<file path="src/rtl/ring_buf_ctrl_pkg.sv">
// Shared helpers for the ring buffer controller: pointer width and full compare.
package ring_buf_ctrl_pkg;

    // Pointers carry one extra wrap bit above the storage address.
    function automatic int ptr_width(input int addr_w);
        return addr_w + 1;
    endfunction

    // Full when the storage addresses match but the wrap bits differ.
    function automatic logic ptr_full(input logic lo_eq, input logic wr_msb, input logic rd_msb);
        return lo_eq && (wr_msb != rd_msb);
    endfunction

endpackage

</file>
<file path="src/rtl/reg_file.sv">
// Simple register file: one synchronous write port, one combinational read port.
// Contents are never cleared; reset only suppresses writes.
module reg_file #(
    parameter int pBITS  = 8,
    parameter int pWIDHT = 2
) (
    input  logic              iclk,
    input  logic              irst,
    input  logic              iwr_en,
    input  logic [pWIDHT-1:0] iw_addr,
    input  logic [pBITS-1:0]  iw_data,
    input  logic [pWIDHT-1:0] ir_addr,
    output logic [pBITS-1:0]  or_data
);

    logic [pBITS-1:0] r_mem [2**pWIDHT];

    // Write the addressed word; a write in a reset cycle is dropped.
    always_ff @(posedge iclk) begin
        if (iwr_en && !irst) begin
            r_mem[iw_addr] <= iw_data;
        end
    end

    assign or_data = r_mem[ir_addr];

endmodule

</file>
<file path="src/rtl/ring_buf_ctrl.sv">
// Ring buffer controller: first-word fall-through FIFO built from pointers
// around an external reg_file. Flags are derived combinationally from the
// registered pointers; ooverflow is sticky until reset or flush.
//
// Handshake: a transfer happens on a rising edge where valid and ready are
// both high; ready/valid never depend combinationally on the partner's
// valid/ready, and both are held low during reset.
module ring_buf_ctrl
    import ring_buf_ctrl_pkg::*;
#(
    parameter int pBITS  = 8,
    parameter int pWIDHT = 2,
    parameter int pAFULL = 3
) (
    input  logic              iclk,
    input  logic              irst,
    input  logic              iflush,
    input  logic              iwr_valid,
    output logic              owr_ready,
    input  logic [pBITS-1:0]  iw_data,
    output logic              ord_valid,
    input  logic              ird_ready,
    output logic [pBITS-1:0]  or_data,
    output logic [pWIDHT:0]   ocount,
    output logic              ofull,
    output logic              oempty,
    output logic              oalmost_full,
    output logic              ooverflow
);

    localparam int PW = ptr_width(pWIDHT);

    logic [PW-1:0] r_wr_ptr;
    logic [PW-1:0] r_rd_ptr;
    logic          r_overflow;

    logic          w_empty;
    logic          w_full;
    logic [PW-1:0] w_count;
    logic          w_push;
    logic          w_pop;

    assign w_empty = (r_wr_ptr == r_rd_ptr);
    assign w_full  = ptr_full(r_wr_ptr[pWIDHT-1:0] == r_rd_ptr[pWIDHT-1:0],
                              r_wr_ptr[PW-1], r_rd_ptr[PW-1]);
    assign w_count = r_wr_ptr - r_rd_ptr;

    assign owr_ready    = !w_full && !irst;
    assign ord_valid    = !w_empty && !irst;
    assign w_push       = iwr_valid && owr_ready;
    assign w_pop        = ord_valid && ird_ready;

    assign ocount       = w_count;
    assign ofull        = w_full;
    assign oempty       = w_empty;
    assign oalmost_full = (w_count >= PW'(pAFULL));
    assign ooverflow    = r_overflow;

    // Pointer and sticky-overflow update; reset beats flush beats push/pop.
    always_ff @(posedge iclk) begin
        if (irst) begin
            r_wr_ptr   <= '0;
            r_rd_ptr   <= '0;
            r_overflow <= 1'b0;
        end else if (iflush) begin
            r_wr_ptr   <= '0;
            r_rd_ptr   <= '0;
            r_overflow <= 1'b0;
        end else begin
            if (w_push) begin
                r_wr_ptr <= r_wr_ptr + 1'b1;
            end
            if (w_pop) begin
                r_rd_ptr <= r_rd_ptr + 1'b1;
            end
            if (iwr_valid && !owr_ready) begin
                r_overflow <= 1'b1;
            end
        end
    end

    reg_file #(
        .pBITS  (pBITS),
        .pWIDHT (pWIDHT)
    ) u_reg_file (
        .iclk    (iclk),
        .irst    (irst),
        .iwr_en  (w_push),
        .iw_addr (r_wr_ptr[pWIDHT-1:0]),
        .iw_data (iw_data),
        .ir_addr (r_rd_ptr[pWIDHT-1:0]),
        .or_data (or_data)
    );

endmodule

</file>
<file path="config.mk">
export PLATFORM = sky130hd
export DESIGN_NAME = ring_buf_ctrl
export DESIGN_NICKNAME = d
export VERILOG_FILES = /design/src/rtl/ring_buf_ctrl_pkg.sv /design/src/rtl/reg_file.sv /design/src/rtl/ring_buf_ctrl.sv
export SDC_FILE = /design/constraint.sdc
export NUM_CORES = 1
export LEC_CHECK = 0
export CAP_MARGIN = 20
export CORE_MARGIN = 2
export CORE_UTILIZATION = 55
export CTS_CLUSTER_SIZE = 8
export DETAILED_ROUTE_END_ITERATION = 10
export GPL_ROUTABILITY_DRIVEN = 0
export GPL_TIMING_DRIVEN = 0
export PLACE_DENSITY_LB_ADDON = 0.05
export SYNTH_ARGS = -nofsm -noshare
export SYNTH_HDL_FRONTEND = slang
export SYNTH_SLANG_ARGS = --single-unit
</file>
<file path="constraint.sdc">
create_clock -name iclk -period 5.7 [get_ports iclk]
set_clock_uncertainty 0.05 [all_clocks]
set_input_delay 1.14 -clock iclk [delete_from_list [all_inputs] [get_ports iclk]]
set_output_delay 1.14 -clock iclk [all_outputs]
set_load 0.1 [all_outputs]
</file>
# --- Word-level counts from Yosys, hierarchy flattened ---
# Memory sizes are Yosys's and may differ from the RTL's. A register that Yosys moved wholly into a read port is not among the register bits.
# Index checks and enable logic that the tools add are counted.
totals:
  regBits: 7
  latch_bits: 0
  mem_bits_rw: 32
  mem_bits_ro: 0
  in_bits: 13
  out_inout_bits: 17
  wordCells: 27
  memories: 1
classes:
  addsub: 3
  n_mul: 0
  div: 0
  n_lt_le_gt_ge: 1
  n_eq_ne: 3
  shift: 0
  mux: 4
  bitwise: 0
  reduce_logical: 12
mem_list:
  columns: ["name", "depth", "width", "rd", "rd_clocked_by_memory_dff", "write_ports", "line_no", "source"]
  rows:
  - ["u_reg_file.r_mem", 4, 8, 1, 1, 1, "reg_file.sv:16", "logic [pBITS-1:0] r_mem [2**pWIDHT];"]
ops:
  columns: ["op", "n"]
  rows:
  - ["1-bit logical AND", 7]
  - ["3-bit by 1-bit adder with 3-bit output (second input constant)", 2]
  - ["1-bit logical NOT", 4]
  - ["2-bit 2-to-1 mux", 2]
  - ["3-bit == test", 1]
  - ["3-bit by 2-bit >= comparator with 1-bit output (second input constant)", 1]
  - ["3-bit subtractor", 1]
  - ["2-bit == test", 1]
  - ["1-bit 2-to-1 mux", 2]
  - ["2-bit OR reduction", 1]
  - ["1-bit inequality test", 1]

# --- Depth between registers and ports, before layout ---
# Gate-level depths: netlist of run 1.
depth:
  ltp_word: 8
  depth_mapped: 6
  mapped_depth_nobuf: 6

# --- Hierarchy ---
# Synthesis of run 1 repeated with hierarchy kept, for this count alone.
hier_totals:
  cells_unflattened: 99
  area_unflattened_um2: 1666.6
by_module_without_submodules:
  columns: ["mod", "instances", "cells_each", "area_each_um2", "seq_area_each_um2"]
  rows:
  - ["reg_file", 1, 46, 1196.1, 960.9]
  - ["ring_buf_ctrl", 1, 53, 470.5, 140.1]

# --- Least setup slack after synthesis of run 1 ---
# No wires, ideal clock.
synth_timing:
  kind: "register to output"
  start: "reg r_wr_ptr[0]"
  end: "out oalmost_full"
  t_arrival_ns: 3.327
  t_required_ns: 4.510
  setup_slack_ns: 1.183
  stages_incl_launch_ff: 7
  n_path_buf: 0
  path_cell_list: "dfxtp_1 inv_1 ha_1 inv_1 fa_1 xnor2_1 a21o_1"
synth_between:
  elab_chain_len: 2
synth_rtl:
  columns: ["element", "line_no", "source"]
  rows:
  - ["start: declaration", "ring_buf_ctrl.sv:33", "logic [PW-1:0] r_wr_ptr;"]
  - ["start signal: assignment", "ring_buf_ctrl.sv:71", "r_wr_ptr <= r_wr_ptr + 1'b1;"]
  - ["3-bit subtractor", "ring_buf_ctrl.sv:46", "assign w_count = r_wr_ptr - r_rd_ptr;"]
  - ["net ocount[2]", "ring_buf_ctrl.sv:24", "output logic [pWIDHT:0] ocount,"]
  - ["3-bit by 2-bit >= comparator with 1-bit output", "ring_buf_ctrl.sv:56", "assign oalmost_full = (w_count >= PW'(pAFULL));"]
  - ["end: declaration", "ring_buf_ctrl.sv:27", "output logic oalmost_full,"]
# The timed path passes the listed nets, and every way through them passes these cells.

# --- Worst setup path after layout of run 1 ---
layout_timing:
  start: "reg r_wr_ptr[0]"
  end: "out oalmost_full"
layout_between:
  elab_chain_len: 2
layout_rtl:
  columns: ["element", "line_no"]
  rows:
  - ["3-bit subtractor", "ring_buf_ctrl.sv:46"]
  - ["3-bit by 2-bit >= comparator with 1-bit output", "ring_buf_ctrl.sv:56"]
# No other way between the ends.

==> results of run 1 <==
## path summary, 6_finish.rpt
kind	from	end	cells past startpoint
max	r_wr_ptr[0]	oalmost_full	7
min	ooverflow	ooverflow	2
min reg2reg	ooverflow	ooverflow	2
max reg2reg	r_wr_ptr[0]	u_reg_file.r_mem[3][3]	3
## layout make-up
type                       instances  share of cell area (%)
buffer                             4                   0.811
clock buffer                       5                    1.74
clock inverter                     3                   0.811
inverter                           7                    1.22
multi-input combinational         55                    27.1
sequential                        41                    52.8
tap                               44                    2.55
timing repair buffer              28                    13.0
## power breakdown
| group | leakage (nW) | internal [W] | switching, W | total (W) |
|---|---|---|---|---|
| Clock | 0.0310 | 0.0000466 | 0.0000890 | 0.000136 |
| Combinational | 0.350 | 0.0000200 | 0.0000454 | 0.0000654 |
| Sequential | 0.363 | 0.000326 | 0.00000121 | 0.000327 |
## worst max-delay path, delay by kind of cell, from the launching register on
family          cells  cell delay [ps]
buf+inv             3             1300
fa+ha+maj           2              520
flops               1              360
xor+xnor            1              210
compound gates      1              110
## Yosys cell counts
cell	count	area (µm²)
sky130_fd_sc_hd__mux2i_1	7	70.1
sky130_fd_sc_hd__o2111ai_1	1	8.76
sky130_fd_sc_hd__a311oi_4	1	26.3
sky130_fd_sc_hd__a311oi_2	1	15.0
sky130_fd_sc_hd__inv_1	7	26.3
sky130_fd_sc_hd__a21o_1	1	7.51
sky130_fd_sc_hd__o211a_4	1	17.5
sky130_fd_sc_hd__clkbuf_1	1	3.75
sky130_fd_sc_hd__dfxtp_1	9	180
sky130_fd_sc_hd__mux4_2	8	180
sky130_fd_sc_hd__and2_1	3	18.8
sky130_fd_sc_hd__nor2b_1	1	6.26
sky130_fd_sc_hd__nand2_1	13	48.8
sky130_fd_sc_hd__xnor2_1	1	8.76
sky130_fd_sc_hd__o21ai_0	1	5.00
sky130_fd_sc_hd__nor2_1	3	11.3
sky130_fd_sc_hd__buf_1	1	3.75
sky130_fd_sc_hd__or3_1	3	18.8
sky130_fd_sc_hd__edfxtp_1	32	961
sky130_fd_sc_hd__xor2_4	1	27.5
sky130_fd_sc_hd__ha_1	7	87.6
sky130_fd_sc_hd__a31oi_1	1	6.26
sky130_fd_sc_hd__buf_2	2	10.0
sky130_fd_sc_hd__fa_1	1	20.0
## layer usage
metal	vias up	global-route usage (%)
li1	470	-
met4	0	6.52
met5	-	0
met1	468	18.9
met2	27	29.0
met3	2	4.69
## cells by family after synthesis
logic type / Yosys count / share of synthesized area (%)
AOI/OAI and AO/OA: 7 / 4.88
xor gates and xnor gates: 2 / 2.05
adders and majority gates: 8 / 6.08
and+or+nand+nor: 23 / 5.87
muxes: 15 / 14.1
buffers and inverters: 11 / 2.48
DFF: 41 / 64.5
## flip-flops by register name, indices dropped and copies added (netlist names), named ones only
signal,flops
r_rd_ptr,3
u_reg_file.r_mem,32
r_wr_ptr,3
ooverflow,1
## stage by stage
step / total power (W) / std cells / setup slack (ps) / util (%)
after floorplan: 0.000379 / 107 / 1180 / -
after global placement: 0.000398 / 179 / 1840 / 68.9
after detailed placement: 0.000400 / 179 / 1850 / 68.9
after CTS: 0.000535 / 187 / 1640 / 70.7
after global routing: 0.000549 / 187 / 1550 / 70.7
final: 0.000528 / 187 / 1680 / 70.7
==> PnR_summary.wiki, run 1 <==
{| class="wikitable"
! Metric !! Value
|-
| Result of the run || finished, final reports clean
|-
| Number of nets at the end of the flow || roughly 160
|-
| Number of antenna violations at the first check in global routing || 0
|-
| Number of port buffers || 28
|-
| Number of library cell types mapped by synthesis || 24
|-
| Area of all sequential standard cells || about 1100 µm²
|-
| Power density over the cells || between 200 and 250 nW/µm²
|-
| Biggest fanout along the worst timing path || 4
|-
| Share of the yosys chip area belonging to registers || between 60% and 70%
|-
| Fin crit period || 4020 ps
|-
| Type of the most critical hold path || flop to flop
|-
| Total wire length after detailed routing || about 2800 µm
|-
| Synthesized instance count || between 100 and 150
|-
| Number of gates resized after cts || 0
|-
| H-tree Lvls || 2
|-
| Master cell of the clock root buffer || sky130_fd_sc_hd__clkbuf_4
|-
| Estimated wirelength of the detail-placed design || between 1500 and 2000 µm
|-
| Remaining Overflow, GRT || 0
|-
| Met2 WL || ~1500 µm
|-
| Initial DRC count || 27
|-
| Placed cell areas || about 2100 µm²
|-
| Average wire per cell in the routed design || ~15 µm
|-
| CTS max path bufs || 2
|-
| Leakage power figure || 0.745 nW
|-
| Net count of the mapped netlist || 128
|-
| Fill cell total of the finished layout || about 240
|-
| Via count || approximately 970
|-
| Met3 wire length || about 140 µm
|-
| Clock sink count || 41
|-
| Critical path type || flop to primary output
|-
| Worst path arrival time || 2830 ps
|-
| Hold WS || 454 ps
|-
| Overall global routing resource usage || ~16%
|-
| Netlist Area Pre-Place || 1770 µm²
|-
| Post-route clock period utilization || between 70% and 80%
|-
| Type of element launching the critical path || flop
|-
| Synthesis warning total || 0
|-
| Worst vdd rail ir drop || 0.162 mV
|-
| Final number of hold-violating endpoints || 0
|-
| Pin count of the biggest net entering global routing || 14
|-
| Effective utilization at floorplan || a little under 60%
|-
| Std cell rows || 20
|-
| Setup total negative slack || 0 ps
|-
| Most common library cell in the layout ignoring fill and taps || sky130_fd_sc_hd__edfxtp_1
|-
| Number of search-and-repair iterations in the first detailed-routing pass || 4
|-
| Ratio of routed vias to standard cells || slightly above 5
|-
| Remaining DRCs || 0
|-
| RSZ-0062 raised after global routing || no
|-
| Area added between synthesis and finish || 22.1%
|-
| Clock edge transition at the registers on the reported setup and hold paths || approximately 110 ps
|-
| Hold Buf Count CTS || 0
|-
| Number of max-cap violations || 0
|-
| Slowest-stage cell, CP || sky130_fd_sc_hd__clkdlybuf4s50_1
|-
| Slew margin rel. || about a third
|-
| Width of the chip || a little over 60 µm
|-
| Wire length on met1 || 1120 µm
|-
| Register-to-Register Setup Slack || about 3500 ps
|-
| Y dimension of the die || about 61 µm
|-
| Core Footprint || a little over 3000 µm²
|-
| Transition time at the pin with the least slew margin || about 1000 ps
|-
| Clock buffer count from CTS || 5
|-
| TritonCTS clock tree || built
|-
| Post-CTS Setup Inserts || 0
|-
| Top routing layer used || met4
|-
| Maximum cell stage delay along the critical path || around 1100 ps
|-
| Critical path, cell by cell || inv_1, ha_1, inv_1, fa_1, xnor2_1, a21o_1, clkdlybuf4s50_1
|-
| Number of endpoints failing setup at the final stage || 0
|-
| Dominant cell type by count on the critical path || sky130_fd_sc_hd__inv_1
|-
| I/O pin count || 30
|-
| Vias in the first global route || between 900 and 1k
|-
| Area used by multi-input combinational logic || 584 µm²
|-
| Antenna-violating nets left || 0
|-
| Post-route cell area || 2160 µm²
|-
| Share of final-layout standard cells stronger than drive strength 1 || 15.4%
|-
| Area enclosed by the die boundary || 3690 µm²
|-
| Post-Synthesis Mean Instance Area || between 15 and 20 µm²
|-
| Required time of the critical path || approximately 4500 ps
|-
| Max Transition Viols Final || 0
|-
| Fmax || 0.249 GHz
|-
| Total of flip-flops plus latches after synthesis || approximately 40
|-
| Setup crit end kind || primary output
|-
| Antenna cells || 0
|-
| Global-route wire length before repair || between 4000 and 5000 µm
|-
| Insertion delay of the later-clocked pin in the worst-skew pair || 330 ps
|-
| Commonest cells after routing, fill and taps aside || sky130_fd_sc_hd__edfxtp_1, sky130_fd_sc_hd__clkdlybuf4s50_1, sky130_fd_sc_hd__nand2_1, sky130_fd_sc_hd__dfxtp_1, sky130_fd_sc_hd__mux4_2
|}
(Power assumes the default switching activity.)
==> inputs of run 2 (changes only) <==
--- a/config.mk
+++ b/config.mk
@@ -7,7 +7,7 @@
 export LEC_CHECK = 0
 export CAP_MARGIN = 20
 export CORE_MARGIN = 2
-export CORE_UTILIZATION = 55
+export CORE_UTILIZATION = 47
 export CTS_CLUSTER_SIZE = 8
 export DETAILED_ROUTE_END_ITERATION = 10
 export GPL_ROUTABILITY_DRIVEN = 0
==> constraint.sdc (replaced) <==
create_clock -name iclk -period 3.48 [get_ports iclk]
set_clock_uncertainty 0.05 [all_clocks]
set_input_delay 0.696 -clock iclk [delete_from_list [all_inputs] [get_ports iclk]]
set_output_delay 0.696 -clock iclk [all_outputs]
set_load 0.1 [all_outputs]
==> PnR_summary.wiki, run 2 (synthesis gave the netlist of run 1 again) <==
{| class="wikitable"
! Metric !! Value
|-
| Net Switching || between 0.0002 and 0.00025 W
|-
| Clock sink count || just over 40
|-
| Slowest-stage cell, CP || sky130_fd_sc_hd__dlygate4sd2_1
|-
| Worst path arrival time || 2500 ps
|-
| Area added between synthesis and finish || 25.2%
|-
| Transition time at the pin with the least slew margin || slightly below 1000 ps
|-
| Startpoint of the lowest-slack register-to-register path || r_wr_ptr[0]
|-
| Type of the most critical hold path || flop to flop
|-
| Setup crit end kind || primary output
|-
| Total wire length after detailed routing || ~2700 µm
|-
| Fmax || approximately 0.31 GHz
|-
| Maximum cell stage delay along the critical path || 840 ps
|-
| Post-route cell area || 2210 µm²
|-
| Antenna-violating nets left || 0
|-
| Startpoint of the most critical hold path || ooverflow
|-
| CTS max path bufs || 2
|-
| Internal power component || about 0.00071 W
|-
| Core Footprint || between 3000 and 4000 µm²
|-
| Number of port buffers || 28
|-
| Post-route clock period utilization || 93.3%
|-
| Final number of hold-violating endpoints || 0
|-
| Remaining Overflow, GRT || 0
|-
| Worst hold path depth || 2
|-
| Number of max-cap violations || 0
|-
| Std cell rows || 22
|-
| Largest reg by FF count || u_reg_file.r_mem
|-
| Overall global routing resource usage || between 10% and 20%
|-
| Power density over the cells || approximately 420 nW/µm²
|-
| Remaining DRCs || 0
|-
| Placed cell areas || 2120 µm²
|-
| Width of the chip || roughly 65 µm
|-
| Pin count of the biggest net entering global routing || 13
|-
| Ratio of routed vias to standard cells || just over 5
|-
| Global-route wire length before repair || approximately 4600 µm
|-
| Power Total || slightly above 0.0009 W
|-
| Fin crit period || roughly 3200 ps
|-
| Biggest fanout along the worst timing path || 4
|-
| Initial DRC count || 17
|-
| Clock edge transition at the registers on the reported setup and hold paths || roughly 60 ps
|-
| Leakage power figure || 0.854 nW
|-
| Worst setup path start || r_wr_ptr[0]
|-
| Commonest cells after routing, fill and taps aside || sky130_fd_sc_hd__edfxtp_1, sky130_fd_sc_hd__clkdlybuf4s50_1, sky130_fd_sc_hd__nand2_1, sky130_fd_sc_hd__dfxtp_1, sky130_fd_sc_hd__mux4_2
|-
| Average wire per cell in the routed design || ~14 µm
|-
| Critical path, cell by cell || inv_1, ha_1, inv_1, fa_1, xnor2_2, a21o_1, dlygate4sd2_1
|-
| Effective utilization at floorplan || between 40% and 50%
|-
| Regs by FF count || u_reg_file.r_mem x32, r_rd_ptr x3, r_wr_ptr x3
|-
| Max FFs per register || 32
|-
| Clock buffer count from CTS || 5
|-
| Setup total negative slack || 0 ps
|-
| Post-route worst setup slack || roughly 230 ps
|-
| Master cell of the clock root buffer || sky130_fd_sc_hd__clkbuf_8
|-
| Insertion delay of the later-clocked pin in the worst-skew pair || about 280 ps
|-
| Worst reg2reg path depth || 3
|-
| Number of antenna violations at the first check in global routing || 0
|-
| RSZ-0062 raised after global routing || no
|-
| Antenna cells || 0
|-
| Post-CTS Setup Inserts || 0
|-
| Estimated wirelength of the detail-placed design || 1960 µm
|-
| Via count || between 900 and 1k
|-
| Switching share of power || 23.7%
|-
| Worst vdd rail ir drop || 0.217 mV
|-
| I/O pin count || 30
|-
| Vias in the first global route || around 1.0k
|-
| Max Transition Viols Final || 0
|-
| Required time of the critical path || 2730 ps
|-
| Number of search-and-repair iterations in the first detailed-routing pass || 4
|-
| Number of endpoints failing setup at the final stage || 0
|-
| Most common library cell in the layout ignoring fill and taps || sky130_fd_sc_hd__edfxtp_1
|-
| Dominant cell type by count on the critical path || sky130_fd_sc_hd__inv_1
|-
| Slew margin rel. || 35.2%
|-
| Number of nets at the end of the flow || approximately 160
|-
| Pre-CTS setup slack || roughly 260 ps
|-
| Critical path type || flop to primary output
|-
| Type of element launching the critical path || flop
|-
| Area enclosed by the die boundary || ~4300 µm²
|-
| Hold Buf Count CTS || 0
|-
| Result of the run || finished, final reports clean
|-
| Gate power share || a little under an eighth
|-
| Part of the total power dissipated in sequential elements || 57.8%
|-
| TritonCTS clock tree || built
|-
| Hold WS || ~420 ps
|-
| Clock power frac || between 30% and 40%
|-
| Y dimension of the die || between 60 and 70 µm
|-
| H-tree Lvls || 2
|-
| Share of final-layout standard cells stronger than drive strength 1 || between 15 and 20%
|}
==> run 2: power groups by stage <==
stage	clock network [W]	logic [W]	registers, W
after floorplan	0	0.0000709	0.000550
after CTS	0.000290	0.000108	0.000536
after global routing	0.000306	0.000113	0.000536
after detailed placement	0	0.000108	0.000547
final	0.000283	0.000107	0.000536
after global placement	0	0.000107	0.000546
==> run 2: cell type report <==
class	instances	area, µm²
inverter	7	26.3
timing repair buffer	28	294
clock buffer	7	76.3
multi-input combinational	55	594
clock inverter	1	5.00
fill	298	1420
tap	48	60.1
buffer	4	17.5
sequential	41	1140
==> run 2: through the flow <==
stage          util (%)  cells
2_1_floorplan         -    107
3_3_place_gp       58.3    183
3_5_place_dp       58.3    183
4_1_cts            60.5    191
5_1_grt            61.0    191
6_report           61.0    191
==> run 2: final timing paths <==
path | endpoint | slack [ps]
hold reg to reg | ooverflow | 420
setup reg to reg | u_reg_file.r_mem[3][2] | 1320
setup / recovery | oalmost_full | 230
hold / removal | ooverflow | 420
==> run 2: worst max-delay path: cells and delay by family, from the launching register on <==
kind	cells	cell delay, ps
flops	1	340
buf+inv	3	1020
xor+xnor	1	190
compound gates	1	100
fa+ha+maj	2	560
==> run 2: layer usage <==
metal,wire (µm),global-route usage (%)
met5,0,0
met4,38,4.69
met3,122,4.62
met2,1430,26.7
met1,1140,17.1
==> run 2: repair_timing <==
| item | CTS | global route |
|---|---|---|
| hold endpoints to repair | 0 | 0 |
| gates resized for setup | 1 | 6 |
| gates cloned | 0 | 0 |
| setup endpoints to repair | 1 | 6 |
==> inputs of run 3 (changes only) <==
--- a/config.mk
+++ b/config.mk
@@ -5,6 +5,7 @@
 export SDC_FILE = /design/constraint.sdc
 export NUM_CORES = 1
 export LEC_CHECK = 0
+export ABC_AREA = 1
 export CAP_MARGIN = 20
 export CORE_MARGIN = 2
 export CORE_UTILIZATION = 47
==> PnR_summary.wiki, run 3 <==
{| class="wikitable"
! Metric !! Value
|-
| TritonCTS clock tree || built
|-
| Most common library cell in the layout ignoring fill and taps || sky130_fd_sc_hd__edfxtp_1
|-
| Worst reg2reg path depth || 7
|-
| Fraction of synthesis flops using an asynchronous set or reset pin || 0%
|-
| Clock sink count || between 40 and 50
|-
| Fin crit period || about 3300 ps
|-
| Dominant delay contributor by cell family on the critical path || buffers and inverters
|-
| Part of the total power dissipated in sequential elements || a little under half
|-
| Buffer and inverter count on the worst path || 3
|-
| Register-to-Register Setup Slack || 1200 ps
|-
| Share of final-layout standard cells stronger than drive strength 1 || 8.65%
|-
| Type of the most critical hold path || flop to flop
|-
| Number of port buffers || 29
|-
| Width of the chip || ~66 µm
|-
| Slew margin rel. || between 30% and 40%
|-
| Fmax || ~0.3 GHz
|-
| Insertion delay of the later-clocked pin in the worst-skew pair || about 290 ps
|-
| Effective utilization at floorplan || 49.5%
|-
| Post-route clock period utilization || between 90% and 100%
|-
| Synthesized instance count || approximately 170
|-
| Max Transition Viols Final || 0
|-
| I/O pin count || 30
|-
| Critical path, cell by cell || inv_1, ha_1, inv_1, fa_1, xor2_2, a21o_1, dlygate4sd2_1
|-
| Gate power share || between 10% and 20%
|-
| Synth top cells by count || sky130_fd_sc_hd__edfxtp_1, sky130_fd_sc_hd__inv_1, sky130_fd_sc_hd__nor2_1
|-
| Via count || approximately 1.3k
|-
| Std cell rows || 22
|-
| Area added between synthesis and finish || 27.6%
|-
| Post-synth top area share || 52.6%
|-
| Maximum cell stage delay along the critical path || 840 ps
|-
| Dominant cell type by count on the critical path || sky130_fd_sc_hd__inv_1
|-
| Commonest cells after routing, fill and taps aside || sky130_fd_sc_hd__edfxtp_1, sky130_fd_sc_hd__inv_1, sky130_fd_sc_hd__nor2_1, sky130_fd_sc_hd__clkdlybuf4s50_1, sky130_fd_sc_hd__nand2_1
|-
| Required time of the critical path || roughly 2700 ps
|-
| Master cell of the clock root buffer || sky130_fd_sc_hd__clkbuf_8
|-
| Netlist Area Pre-Place || roughly 1800 µm²
|-
| Critical path type || flop to primary output
|-
| Top-count cell post-synth || sky130_fd_sc_hd__edfxtp_1
|-
| Biggest fanout along the worst timing path || 4
|-
| Ratio of routed vias to standard cells || 4.96
|-
| Y dimension of the die || around 66 µm
|-
| Worst path arrival time || between 2000 and 3000 ps
|-
| Clock edge transition at the registers on the reported setup and hold paths || approximately 80 ps
|-
| Number of nets at the end of the flow || ~230
|-
| Largest reg by FF count || u_reg_file.r_mem
|-
| Worst vdd rail ir drop || about 0.25 mV
|-
| Setup crit end kind || primary output
|-
| Total of flip-flops plus latches after synthesis || 41
|-
| Pin count of the biggest net entering global routing || 14
|-
| Count of flip-flops with a built-in enable after synthesis || 32
|-
| Worst setup path start || r_wr_ptr[0]
|-
| Post-Synthesis Mean Instance Area || 10.7 µm²
|-
| Number of placed instances with taps included || around 250
|-
| Crit Reg-Reg Endpoint || u_reg_file.r_mem[1][7]
|-
| Antenna-violating nets left || 0
|-
| Overall global routing resource usage || between 10% and 20%
|-
| Remaining Overflow, GRT || 0
|-
| H-tree Lvls || 2
|-
| Startpoint of the lowest-slack register-to-register path || r_wr_ptr[0]
|-
| Post-synth top area cell || sky130_fd_sc_hd__edfxtp_1
|-
| Power density over the cells || roughly 480 nW/µm²
|-
| Fill cell total of the finished layout || approximately 320
|-
| Total wire length after detailed routing || 3470 µm
|-
| Average wire per cell in the routed design || approximately 14 µm
|-
| Number of library cell types mapped by synthesis || 20
|-
| Antenna cells || 0
|-
| Number of endpoints failing setup at the final stage || 0
|-
| Result of the run || finished, final reports clean
|-
| Type of element launching the critical path || flop
|-
| Vias in the first global route || around 1.3k
|-
| Estimated wirelength of the detail-placed design || 2410 µm
|-
| Hold Buf Count CTS || 0
|-
| Final number of hold-violating endpoints || 0
|-
| Global-route wire length before repair || a little under 6000 µm
|-
| Regs by FF count || u_reg_file.r_mem x32, r_rd_ptr x3, r_wr_ptr x3
|-
| Remaining DRCs || 0
|-
| Last element of the critical path || oalmost_full
|-
| Initial DRC count || 64
|-
| Cells taking the most area after synthesis || sky130_fd_sc_hd__edfxtp_1, sky130_fd_sc_hd__dfxtp_1, sky130_fd_sc_hd__inv_1, sky130_fd_sc_hd__nor2_1, sky130_fd_sc_hd__ha_1
|-
| Depth of the critical timing path with buffers and inverters included || 7
|-
| Net count of the mapped netlist || about 190
|-
| Internal power component || about 0.00086 W
|-
| CTS max path bufs || 2
|-
| RSZ-0062 raised after global routing || no
|-
| Setup total negative slack || 0 ps
|-
| Slowest-stage cell, CP || sky130_fd_sc_hd__dlygate4sd2_1
|-
| Post-CTS Setup Inserts || 0
|-
| Number of search-and-repair iterations in the first detailed-routing pass || 4
|-
| Transition time at the pin with the least slew margin || between 900 and 1000 ps
|-
| Max FFs per register || 32
|-
| Share of the yosys chip area belonging to registers || a little over three fifths
|-
| Core Footprint || approximately 3700 µm²
|-
| Net Switching || 0.000270 W
|-
| Number of antenna violations at the first check in global routing || 0
|-
| Leakage power figure || 0.988 nW
|-
| Switching share of power || a little under a quarter
|-
| Clock buffer count from CTS || 5
|-
| Clock power frac || 39.0%
|-
| Synthesis warning total || 0
|-
| Area enclosed by the die boundary || about 4400 µm²
|-
| Final standard cell count with taps included and fillers excluded || 256
|-
| Number of max-cap violations || 0
|-
| Top_reg_cell synth || sky130_fd_sc_hd__edfxtp_1
|}
[run 3: power groups by stage]
stage	registers (W)	clock network, W	logic (W)
floorplan	0.000552	0	0.000103
global placement	0.000550	0	0.000150
detailed placement	0.000550	0	0.000151
CTS	0.000539	0.000448	0.000151
global route	0.000540	0.000465	0.000159
finish	0.000539	0.000441	0.000150
[run 3: worst min-delay path by stage]
stage | cells after the start | start | to
2_1_floorplan | 3 | r_wr_ptr[2] | r_wr_ptr[2]
3_3_place_gp | 2 | ooverflow | ooverflow
3_5_place_dp | 2 | ooverflow | ooverflow
4_1_cts | 2 | ooverflow | ooverflow
5_1_grt | 2 | ooverflow | ooverflow
6_report | 2 | ooverflow | ooverflow
[run 3: metrics by stage]
| step | total power [W] | hold slack [ps] | utilization, % | setup slack, ps | area, µm² |
|---|---|---|---|---|---|
| 2_1_floorplan | 0.000655 | 474 | - | 66.5 | 1840 |
| 3_3_place_gp | 0.000699 | 408 | 59.3 | 22.1 | 2190 |
| 3_5_place_dp | 0.000702 | 415 | 59.3 | 2.89 | 2190 |
| 4_1_cts | 0.00114 | 438 | 62.9 | 3.41 | 2320 |
| 5_1_grt | 0.00116 | 499 | 63.2 | 76.1 | 2330 |
| 6_report | 0.00113 | 430 | 63.2 | 209 | 2330 |
[run 3: kinds of logic after synthesis]
kind of cell / after synthesis / share of synthesized area [%]
xor+xnor: 1 / 0.480
simple gates: 62 / 15.8
buf+inv: 33 / 7.60
flops: 41 / 62.5
fa+ha+maj: 8 / 5.89
compound gates: 26 / 7.81
[run 3: tightest hold or removal path, cell delays in order, from the launching register on]
cell	delay [ps]
sky130_fd_sc_hd__dfxtp_1	340
sky130_fd_sc_hd__a21oi_1	40
sky130_fd_sc_hd__nor2_1	70
[run 3: cell type report]
| cell class | instances | area (µm²) | area share (%) |
|---|---|---|---|
| sequential | 41 | 1140 | 49.0 |
| inverter | 30 | 113 | 4.83 |
| clock inverter | 3 | 65.1 | 2.79 |
| timing repair buffer | 29 | 300 | 12.9 |
| clock buffer | 5 | 68.8 | 2.95 |
| buffer | 3 | 26.3 | 1.13 |
| multi-input combinational | 97 | 557 | 23.9 |
| tap | 48 | 60.1 | 2.58 |
[run 3: repair_timing]
action,4_1_cts,5_1_grt
endpoints found under the setup margin,2,5
gates cloned,0,0
resized for setup,2,5
[run 3: routing by layer]
layer  GRT usage [%]  part of all wire [%]  vias to the layer above
met1            18.2                    41                      597
met5               0                     0                        -
met3            4.43                   3.6                        6
met2            34.6                    54                       30
li1                -                     -                      638
met4            8.93                   1.7                        0
